`src/rtl/eth_pkg.sv`:
```
// Shared definitions for the Ethernet transmit framer: state encoding,
// framing bytes and default frame/gap sizes.
package eth_pkg;

    typedef enum logic [2:0] {
        IDLE,
        PRE,
        SFD,
        DATA,
        PAD,
        FCS,
        DROP,
        IFG
    } tx_state_e;

    localparam logic [7:0] PREAMBLE_BYTE = 8'h55;
    localparam logic [7:0] SFD_BYTE      = 8'hD5;
    localparam int         PREAMBLE_LEN  = 7;

    localparam int DEF_MIN_FRAME = 60;
    localparam int DEF_MAX_FRAME = 1514;
    localparam int DEF_IFG_LEN   = 12;

endpackage

```
`src/rtl/eth_tx_framer.sv`:
```
// Ethernet transmit framer: wraps client bytes with preamble/SFD, pads or
// truncates the body, appends the FCS from the external CRC stage, enforces the IFG.
module eth_tx_framer
    import eth_pkg::*;
#(
    parameter int MIN_FRAME = DEF_MIN_FRAME,
    parameter int MAX_FRAME = DEF_MAX_FRAME,
    parameter int IFG_LEN   = DEF_IFG_LEN
) (
    input  logic        clk,
    input  logic        rst,
    input  logic [7:0]  s_data,
    input  logic        s_valid,
    input  logic        s_last,
    output logic        s_ready,
    output logic [7:0]  m_data,
    output logic        m_valid,
    input  logic        m_ready,
    output logic        m_sof,
    output logic        m_eof,
    output logic        crc_strt,
    output logic        crc_update,
    output logic [7:0]  crc_data,
    input  logic [31:0] crc_result,
    output logic        tx_err
);

    localparam logic [10:0] MIN_CNT = 11'(MIN_FRAME);
    localparam logic [10:0] MAX_CNT = 11'(MAX_FRAME);
    // IDLE and PRE each take one cycle before the first preamble byte shows,
    // so the IFG state itself waits two cycles less than the visible gap.
    localparam int          IFG_WAIT = (IFG_LEN > 2) ? IFG_LEN - 2 : 1;
    localparam logic [15:0] IFG_LAST = 16'(IFG_WAIT - 1);

    tx_state_e   state_q, state_d;
    logic [10:0] byteCnt_q, byteCnt_d, byteInc;
    logic [2:0]  preCnt_q, preCnt_d;
    logic [2:0]  fcsIdx_q, fcsIdx_d;
    logic [31:0] fcs_q, fcs_d;
    logic        drop_q, drop_d;
    logic [15:0] ifgCnt_q, ifgCnt_d;
    logic [7:0]  mData_q, mData_d;
    logic        mValid_q, mValid_d;
    logic        mSof_q, mSof_d;
    logic        mEof_q, mEof_d;
    logic        slotFree;

    assign m_data  = mData_q;
    assign m_valid = mValid_q;
    assign m_sof   = mSof_q;
    assign m_eof   = mEof_q;

    always_comb begin
        slotFree   = !mValid_q || m_ready;
        byteInc    = byteCnt_q + 11'd1;
        state_d    = state_q;
        byteCnt_d  = byteCnt_q;
        preCnt_d   = preCnt_q;
        fcsIdx_d   = fcsIdx_q;
        fcs_d      = fcs_q;
        drop_d     = drop_q;
        ifgCnt_d   = ifgCnt_q;
        mData_d    = mData_q;
        mValid_d   = mValid_q;
        mSof_d     = mSof_q;
        mEof_d     = mEof_q;
        s_ready    = 1'b0;
        crc_strt   = 1'b0;
        crc_update = 1'b0;
        crc_data   = 8'h00;
        tx_err     = 1'b0;

        if (slotFree) begin
            mValid_d = 1'b0;
            mSof_d   = 1'b0;
            mEof_d   = 1'b0;
        end

        case (state_q)
            IDLE: begin
                if (s_valid) begin
                    state_d  = PRE;
                    preCnt_d = 3'd0;
                end
            end
            PRE: begin
                if (slotFree) begin
                    mData_d  = PREAMBLE_BYTE;
                    mValid_d = 1'b1;
                    mSof_d   = (preCnt_q == 3'd0);
                    preCnt_d = preCnt_q + 3'd1;
                    if (preCnt_q == 3'(PREAMBLE_LEN - 1)) state_d = SFD;
                end
            end
            SFD: begin
                if (slotFree) begin
                    mData_d   = SFD_BYTE;
                    mValid_d  = 1'b1;
                    crc_strt  = 1'b1;
                    byteCnt_d = 11'd0;
                    fcsIdx_d  = 3'd0;
                    drop_d    = 1'b0;
                    state_d   = DATA;
                end
            end
            DATA: begin
                s_ready = slotFree;
                if (s_valid && slotFree) begin
                    mData_d    = s_data;
                    mValid_d   = 1'b1;
                    crc_update = 1'b1;
                    crc_data   = s_data;
                    byteCnt_d  = byteInc;
                    if (s_last) begin
                        state_d = (byteInc < MIN_CNT) ? PAD : FCS;
                    end else if (byteInc == MAX_CNT) begin
                        tx_err  = 1'b1;
                        drop_d  = 1'b1;
                        state_d = FCS;
                    end
                end
            end
            PAD: begin
                if (slotFree) begin
                    mData_d    = 8'h00;
                    mValid_d   = 1'b1;
                    crc_update = 1'b1;
                    byteCnt_d  = byteInc;
                    if (byteInc == MIN_CNT) state_d = FCS;
                end
            end
            FCS: begin
                // First cycle only captures the CRC, which settles one cycle after the last update.
                if (fcsIdx_q == 3'd0) begin
                    fcs_d    = crc_result;
                    fcsIdx_d = 3'd1;
                end else if (slotFree) begin
                    mData_d  = fcs_q[7:0];
                    mValid_d = 1'b1;
                    mEof_d   = (fcsIdx_q == 3'd4);
                    fcs_d    = {8'h00, fcs_q[31:8]};
                    fcsIdx_d = fcsIdx_q + 3'd1;
                    if (fcsIdx_q == 3'd4) begin
                        state_d  = drop_q ? DROP : IFG;
                        ifgCnt_d = 16'd0;
                    end
                end
            end
            DROP: begin
                s_ready = !mValid_q;
                if (!mValid_q && s_valid && s_last) begin
                    state_d  = IFG;
                    ifgCnt_d = 16'd0;
                end
            end
            IFG: begin
                if (!mValid_q) begin
                    ifgCnt_d = ifgCnt_q + 16'd1;
                    if (ifgCnt_q == IFG_LAST) state_d = IDLE;
                end
            end
            default: state_d = IDLE;
        endcase
    end

    always_ff @(posedge clk) begin
        if (rst) begin
            state_q   <= IDLE;
            byteCnt_q <= 11'd0;
            preCnt_q  <= 3'd0;
            fcsIdx_q  <= 3'd0;
            fcs_q     <= 32'd0;
            drop_q    <= 1'b0;
            ifgCnt_q  <= 16'd0;
            mData_q   <= 8'h00;
            mValid_q  <= 1'b0;
            mSof_q    <= 1'b0;
            mEof_q    <= 1'b0;
        end else begin
            state_q   <= state_d;
            byteCnt_q <= byteCnt_d;
            preCnt_q  <= preCnt_d;
            fcsIdx_q  <= fcsIdx_d;
            fcs_q     <= fcs_d;
            drop_q    <= drop_d;
            ifgCnt_q  <= ifgCnt_d;
            mData_q   <= mData_d;
            mValid_q  <= mValid_d;
            mSof_q    <= mSof_d;
            mEof_q    <= mEof_d;
        end
    end

endmodule
```
`config.mk`:
```
export PLATFORM = sky130hd
export DESIGN_NAME = eth_tx_framer
export DESIGN_NICKNAME = d
export VERILOG_FILES = /design/src/rtl/eth_pkg.sv /design/src/rtl/eth_tx_framer.sv
export SDC_FILE = /design/constraint.sdc
export NUM_CORES = 1
export LEC_CHECK = 0
export ABC_AREA = 1
export CAP_MARGIN = 0
export CORE_MARGIN = 3
export CORE_UTILIZATION = 54
export DETAILED_ROUTE_END_ITERATION = 6
export GPL_ROUTABILITY_DRIVEN = 0
export PLACE_DENSITY_LB_ADDON = 0.25
export SKIP_CTS_REPAIR_TIMING = 1
export SYNTH_ARGS = -nofsm -noshare
export SYNTH_HDL_FRONTEND = slang
export SYNTH_SLANG_ARGS = --single-unit
```
`constraint.sdc`:
```
create_clock -name clk -period 2.4 [get_ports clk]
set_input_delay 0.48 -clock clk [delete_from_list [all_inputs] [get_ports clk]]
set_output_delay 0.48 -clock clk [all_outputs]
set_load 0.01 [all_outputs]
```
After elaboration in Yosys (flattened, before gate mapping)
Cells that the tools add are included.
Widths: inputs -> output; s select.

cells by class
  add/subtract/negate cells = 4
  magnitude comparators = 1
  equality and inequality tests = 29
  muxes and demuxes = 72
  reductions and logical operators = 24

operators by type and width
  operator               count
  $mux 16                5
  $mux 32                2
  $mux 8                 8
  $mux 3                 20
  $pmux 16 s3            1
  $pmux 8 s5             1
  $mux 11                3
  $pmux 11 s3            1
  $ne 2x2->1 const B     15
  $mux 1                 24
  $pmux 3 s8             1
  $eq 3x3->1 const B     6
  $add 16x1->16 const B  1
  $eq 16x4->1 const B    1
  $reduce_and 14->1      1
  $pmux 3 s2             2
  $add 11x1->11 const B  1
  $eq 11x11->1 const B   1
  $eq 11x6->1 const B    1
  $lt 11x6->1 const B    1
  $logic_not 3->1        3
  $reduce_bool 2->1      4
  $reduce_and 7->1       1
  $add 3x1->3 const B    2
  16 further kinds       24

storage, ports and cells
  register bits after elaboration = 80
  bits of input ports = 45
  output and inout bits = 23
  word-level logic and storage cells = 141

Longest topological paths before layout
Gate-level depths: netlist of the first run.

  depth in word-level cells = 6
  gate-level depth with buffers = 14
  depth with buffers taken out = 14

Worst setup path before layout of the first run
Ideal clock, no wire load.

  kind = reg-to-output
  start point = register byteCnt_q[0]
  end point = output port tx_err
  data arrival time = 1.471 ns
  data required time = 1.920 ns
  path slack = 0.449 ns
  cell stages (with the launch flop) = 10
  path buffers = 0
  cell sequence = dfxtp_1 > ha_1 > nand2_1 > nor2_1 > nand2_1 > nand2_1 > nand2_1 > nor2_1 > nand3_1 > nor3_1

on the way
  longest elaborated chain between the ends = 6

RTL lines
  item                    RTL line              source
  start, declared         eth_tx_framer.sv:36   logic [10:0] byteCnt_q, byteCnt_d, byteInc;
  start signal, assigned  eth_tx_framer.sv:181  byteCnt_q <= byteCnt_d;
  $add 11x1->11           eth_tx_framer.sv:55   byteInc = byteCnt_q + 11'd1;
  $eq 11x11->1            eth_tx_framer.sv:116  end else if (byteInc == MAX_CNT) begin
  $mux 1                  eth_tx_framer.sv:116
  $mux 1                  eth_tx_framer.sv:114  if (s_last) begin
  $mux 1                  eth_tx_framer.sv:108  if (s_valid && slotFree) begin
  $mux 1                  eth_tx_framer.sv:79   case (state_q)
  end, declared           eth_tx_framer.sv:25   output logic tx_err

No other way between the ends.

Final worst setup path of the first run
  start point = register byteCnt_q[1]
  end point = output port tx_err

Same word-level chain as after synthesis.

==> key figures, run 1 <==
Global route
  • Vias in the first global route: approximately 4200
  • Initial antenna violation count: 0
  • Total track usage: between 20% and 30%
  • Largest net degree at the start of global routing: 43
  • Total gr overflow: 0
  • First-pass GRT wire length: around 18000 um

Setup path
  • Reg2reg end: state_q[0]$_SDFFE_PP0P_
  • Reg2reg setup slack: about 0.37 ns
  • R2R cell count: 13
  • Startpoint types: flop
  • RR Startpoint: byteCnt_q[1]$_SDFFE_PP0P_
  • Setup crit end kind: output port
  • Critical Path RT: between 1.5 and 2 ns
  • Crit path max fanout: 5
  • Worst setup path end: tx_err
  • WP data arrival: approximately 1.9 ns
  • Setup CP Type: reg -> out
  • Crit. Startpoint: byteCnt_q[1]$_SDFFE_PP0P_

Drt
  • Vias: ~4700
  • Detailed-route DRC error count: 0
  • DRT antenna net count: 0
  • DR vias/cell: around 5.5
  • Post-Route WL: roughly 12000 um
  • Drt first pass iters: 5
  • Wirelength per Cell: roughly 14 um
  • Initial DRC Count: 224

Die
  • Die area: around 9200 um^2
  • Die H: 96.1 um
  • Initial Utilization: between 50% and 60%
  • Die Span X: 96.1 um
  • Core area: 7810 um^2
  • Top-Level Pins: ~70
  • Cell Rows: 32

Cells and area
  • # fillers: around 650
  • Register area: around 1600 um^2
  • Cell area after layout: 5580 um^2
  • Area of the multi-input gates: 2490 um^2
  • Final Core Density: between 70% and 80%
  • Area grow syn2layout: 27.4%
  • Inserted Diodes: 0
  • Layout cell share with drive strength beyond 1: 12.4%
  • Final #Nets: 800

Min path
  • Hold Crit Class: reg -> reg

Yosys
  • Mapped cell area: around 4400 um^2
  • Top cells by area, synth: dfxtp_1, nand2_1, nor2_1
  • Synthesized area per cell: roughly 6.7 um^2
  • Post-synthesis sequential area ratio: between 30% and 40%
  • Post-synth EDFFs: 0
  • Mapped Nets: 716
  • Commonest cells in the netlist: nand2_1, dfxtp_1, nor2_1
  • Synth area leader: dfxtp_1
  • Yosys warns: 0
  • Top FF cell, synth: dfxtp_1
  • Count leader, synth: nand2_1
  • Asr flop ratio synth: 0%
  • FF+latch count, synth: 80
  • Mapped Cells: around 660
  • Unique masters post-synth: 37
  • Share of the synthesized area in the top cell type: 36.6%

Power
  • P_sw: about 1.8 mW
  • Peak supply drop: approximately 410 uV
  • Power consumption: between 4 and 5 mW
  • Pleak: between 2 and 2.5 nW
  • Clock power share: a little over a fifth
  • Net Sw Frac: 40.5%
  • P_int: between 2 and 3 mW
  • Combinational Power Share: just over 40%
  • Power per cell area: 794 nW/um^2
  • Flop pwr share: 37.7%

Clocking
  • Clock tree buffer depth: 2
  • Worst skew pair latency: 0.36 ns
  • CTS HTree Levels: 3
  • Clock Sinks: 80
  • Number of clock buffers inserted by TritonCTS: 9
  • Clk root buf: clkbuf_8
  • Worst-path clk slew: approximately 0.10 ns
  • CTS tree: done

STA
  • Fmax: between 0.4 and 0.5 GHz
  • Worst Skew: between 0.009 and 0.01 ns
  • Slew headroom: 67.2%
  • Final hold vios: 0
  • Slew Limit Fails: 0
  • Final period utilization: between 90% and 100%
  • Endpoints failing setup: 0
  • Hold_ws: 0.466 ns
  • Final setup TNS: 0 ns
  • Min Clock Period, post-route: approximately 2.4 ns
  • Unrepaired setup endpoints after global routing: yes
  • Slew @ Worst Pin: 0.487 ns

Place
  • Post-DP HPWL: between 8000 and 9000 um
  • Placement Cell Area: between 5000 and 6000 um^2
  • Port Buffers: 67

Outcome
  • Outcome: finished, final reports clean

Run
  • Max Cap Viol: 0
[final cells by class]
class,count,share of cell area (%)
repair buffers,96,16.8
flip-flops and latches,80,28.8
inverters,62,4.17
clock inverters,7,1.05
well taps,102,2.29
clock buffers,9,2.22
multi-input cells,493,44.7
[state kept, by name, indices dropped and copies added, names as in the netlist, named ones only]
signal	count
drop_q	1
m_data	8
ifgCnt_q	16
byteCnt_q	11
state_q	3
m_valid	1
preCnt_q	3
fcs_q	32
fcsIdx_q	3
[worst max-delay path, cell delays in order, from the launching register on]
cell,delay (ns)
dfxtp_2,0.37
ha_2,0.19
nand2_2,0.11
nor2_2,0.17
nand2_1,0.06
nand2_1,0.08
nand2_1,0.08
nor2_1,0.12
nand3_2,0.11
nor3_2,0.10
clkbuf_2,0.15
[stage by stage]
step           std cells  worst slack [ns]
6_report             849            0.0213
5_1_grt              849            -0.156
4_1_cts              848            -0.544
3_5_place_dp         832            -0.131
3_3_place_gp         832           -0.0814
2_1_floorplan        658             0.449
[placed cells by master (no fill, tap or decap), drive strengths merged, types with 4 or more instances in the layout]
cell type        n
nand2          187
dfxtp           80
nor2            80
inv             64
clkdlybuf4s50   55
o21ai           45
a21oi           44
nand3           31
a31oi           30
buf             29
nor3            21
ha              13
dlymetal6s2s    11
nand4           10
clkbuf          10
a211oi           8
nor4             4
o21a             4
a22oi            4
[metal layers]
| layer | track usage, % | part of all wire (%) | vias up |
|---|---|---|---|
| li1 | - | - | 2353 |
| met1 | 31.9 | 44 | 2163 |
| met2 | 41.6 | 49 | 150 |
| met3 | 3.75 | 4.9 | 23 |
| met4 | 9.83 | 2.1 | 0 |
| met5 | 0 | 0 | - |
[power by group through the flow]
| stage | Combinational [mW] | Sequential [mW] | Clock [mW] |
|---|---|---|---|
| final | 1.81 | 1.67 | 0.951 |
| after global routing | 1.99 | 1.69 | 1.02 |
| after CTS | 1.77 | 1.66 | 0.962 |
| after detailed placement | 1.75 | 1.69 | 0 |
| after global placement | 1.71 | 1.68 | 0 |
| after floorplan | 1.14 | 1.70 | 0 |
[how the worst min path moves through the flow]
stage                                start                      to  depth (start not counted)
global placement    fcs_q[29]$_SDFFE_PP0P_  fcs_q[29]$_SDFFE_PP0P_                          2
finish              fcs_q[29]$_SDFFE_PP0P_  fcs_q[29]$_SDFFE_PP0P_                          2
floorplan           fcs_q[24]$_SDFFE_PP0P_  fcs_q[24]$_SDFFE_PP0P_                          2
CTS                 fcs_q[29]$_SDFFE_PP0P_  fcs_q[29]$_SDFFE_PP0P_                          2
global route           drop_q$_SDFFE_PP0P_     drop_q$_SDFFE_PP0P_                          1
detailed placement  fcs_q[29]$_SDFFE_PP0P_  fcs_q[29]$_SDFFE_PP0P_                          2
[logic make-up after synthesis]
kind of cell               synth area share [%]
and+or+nand+nor                            33.1
AOI/OAI and AO/OA                          18.4
buffers and inverters                      7.63
DFF                                        36.6
adders and majority gates                  3.71
xor gates and xnor gates                  0.600
No activity file was read; power rests on OpenSTA's default activity.
==> run 2: changes to the inputs <==
Settings changed: CAP_MARGIN 0 to default.
==> results of run 2 <==
Same layout as run 1: the final DEF is identical, and so are final timing and power.
==> run 3: changes to the inputs <==
Settings changed: SLEW_MARGIN from default to 10.
==> results of run 3 <==
Same layout as run 1: the final DEF is identical, and so are final timing and power.
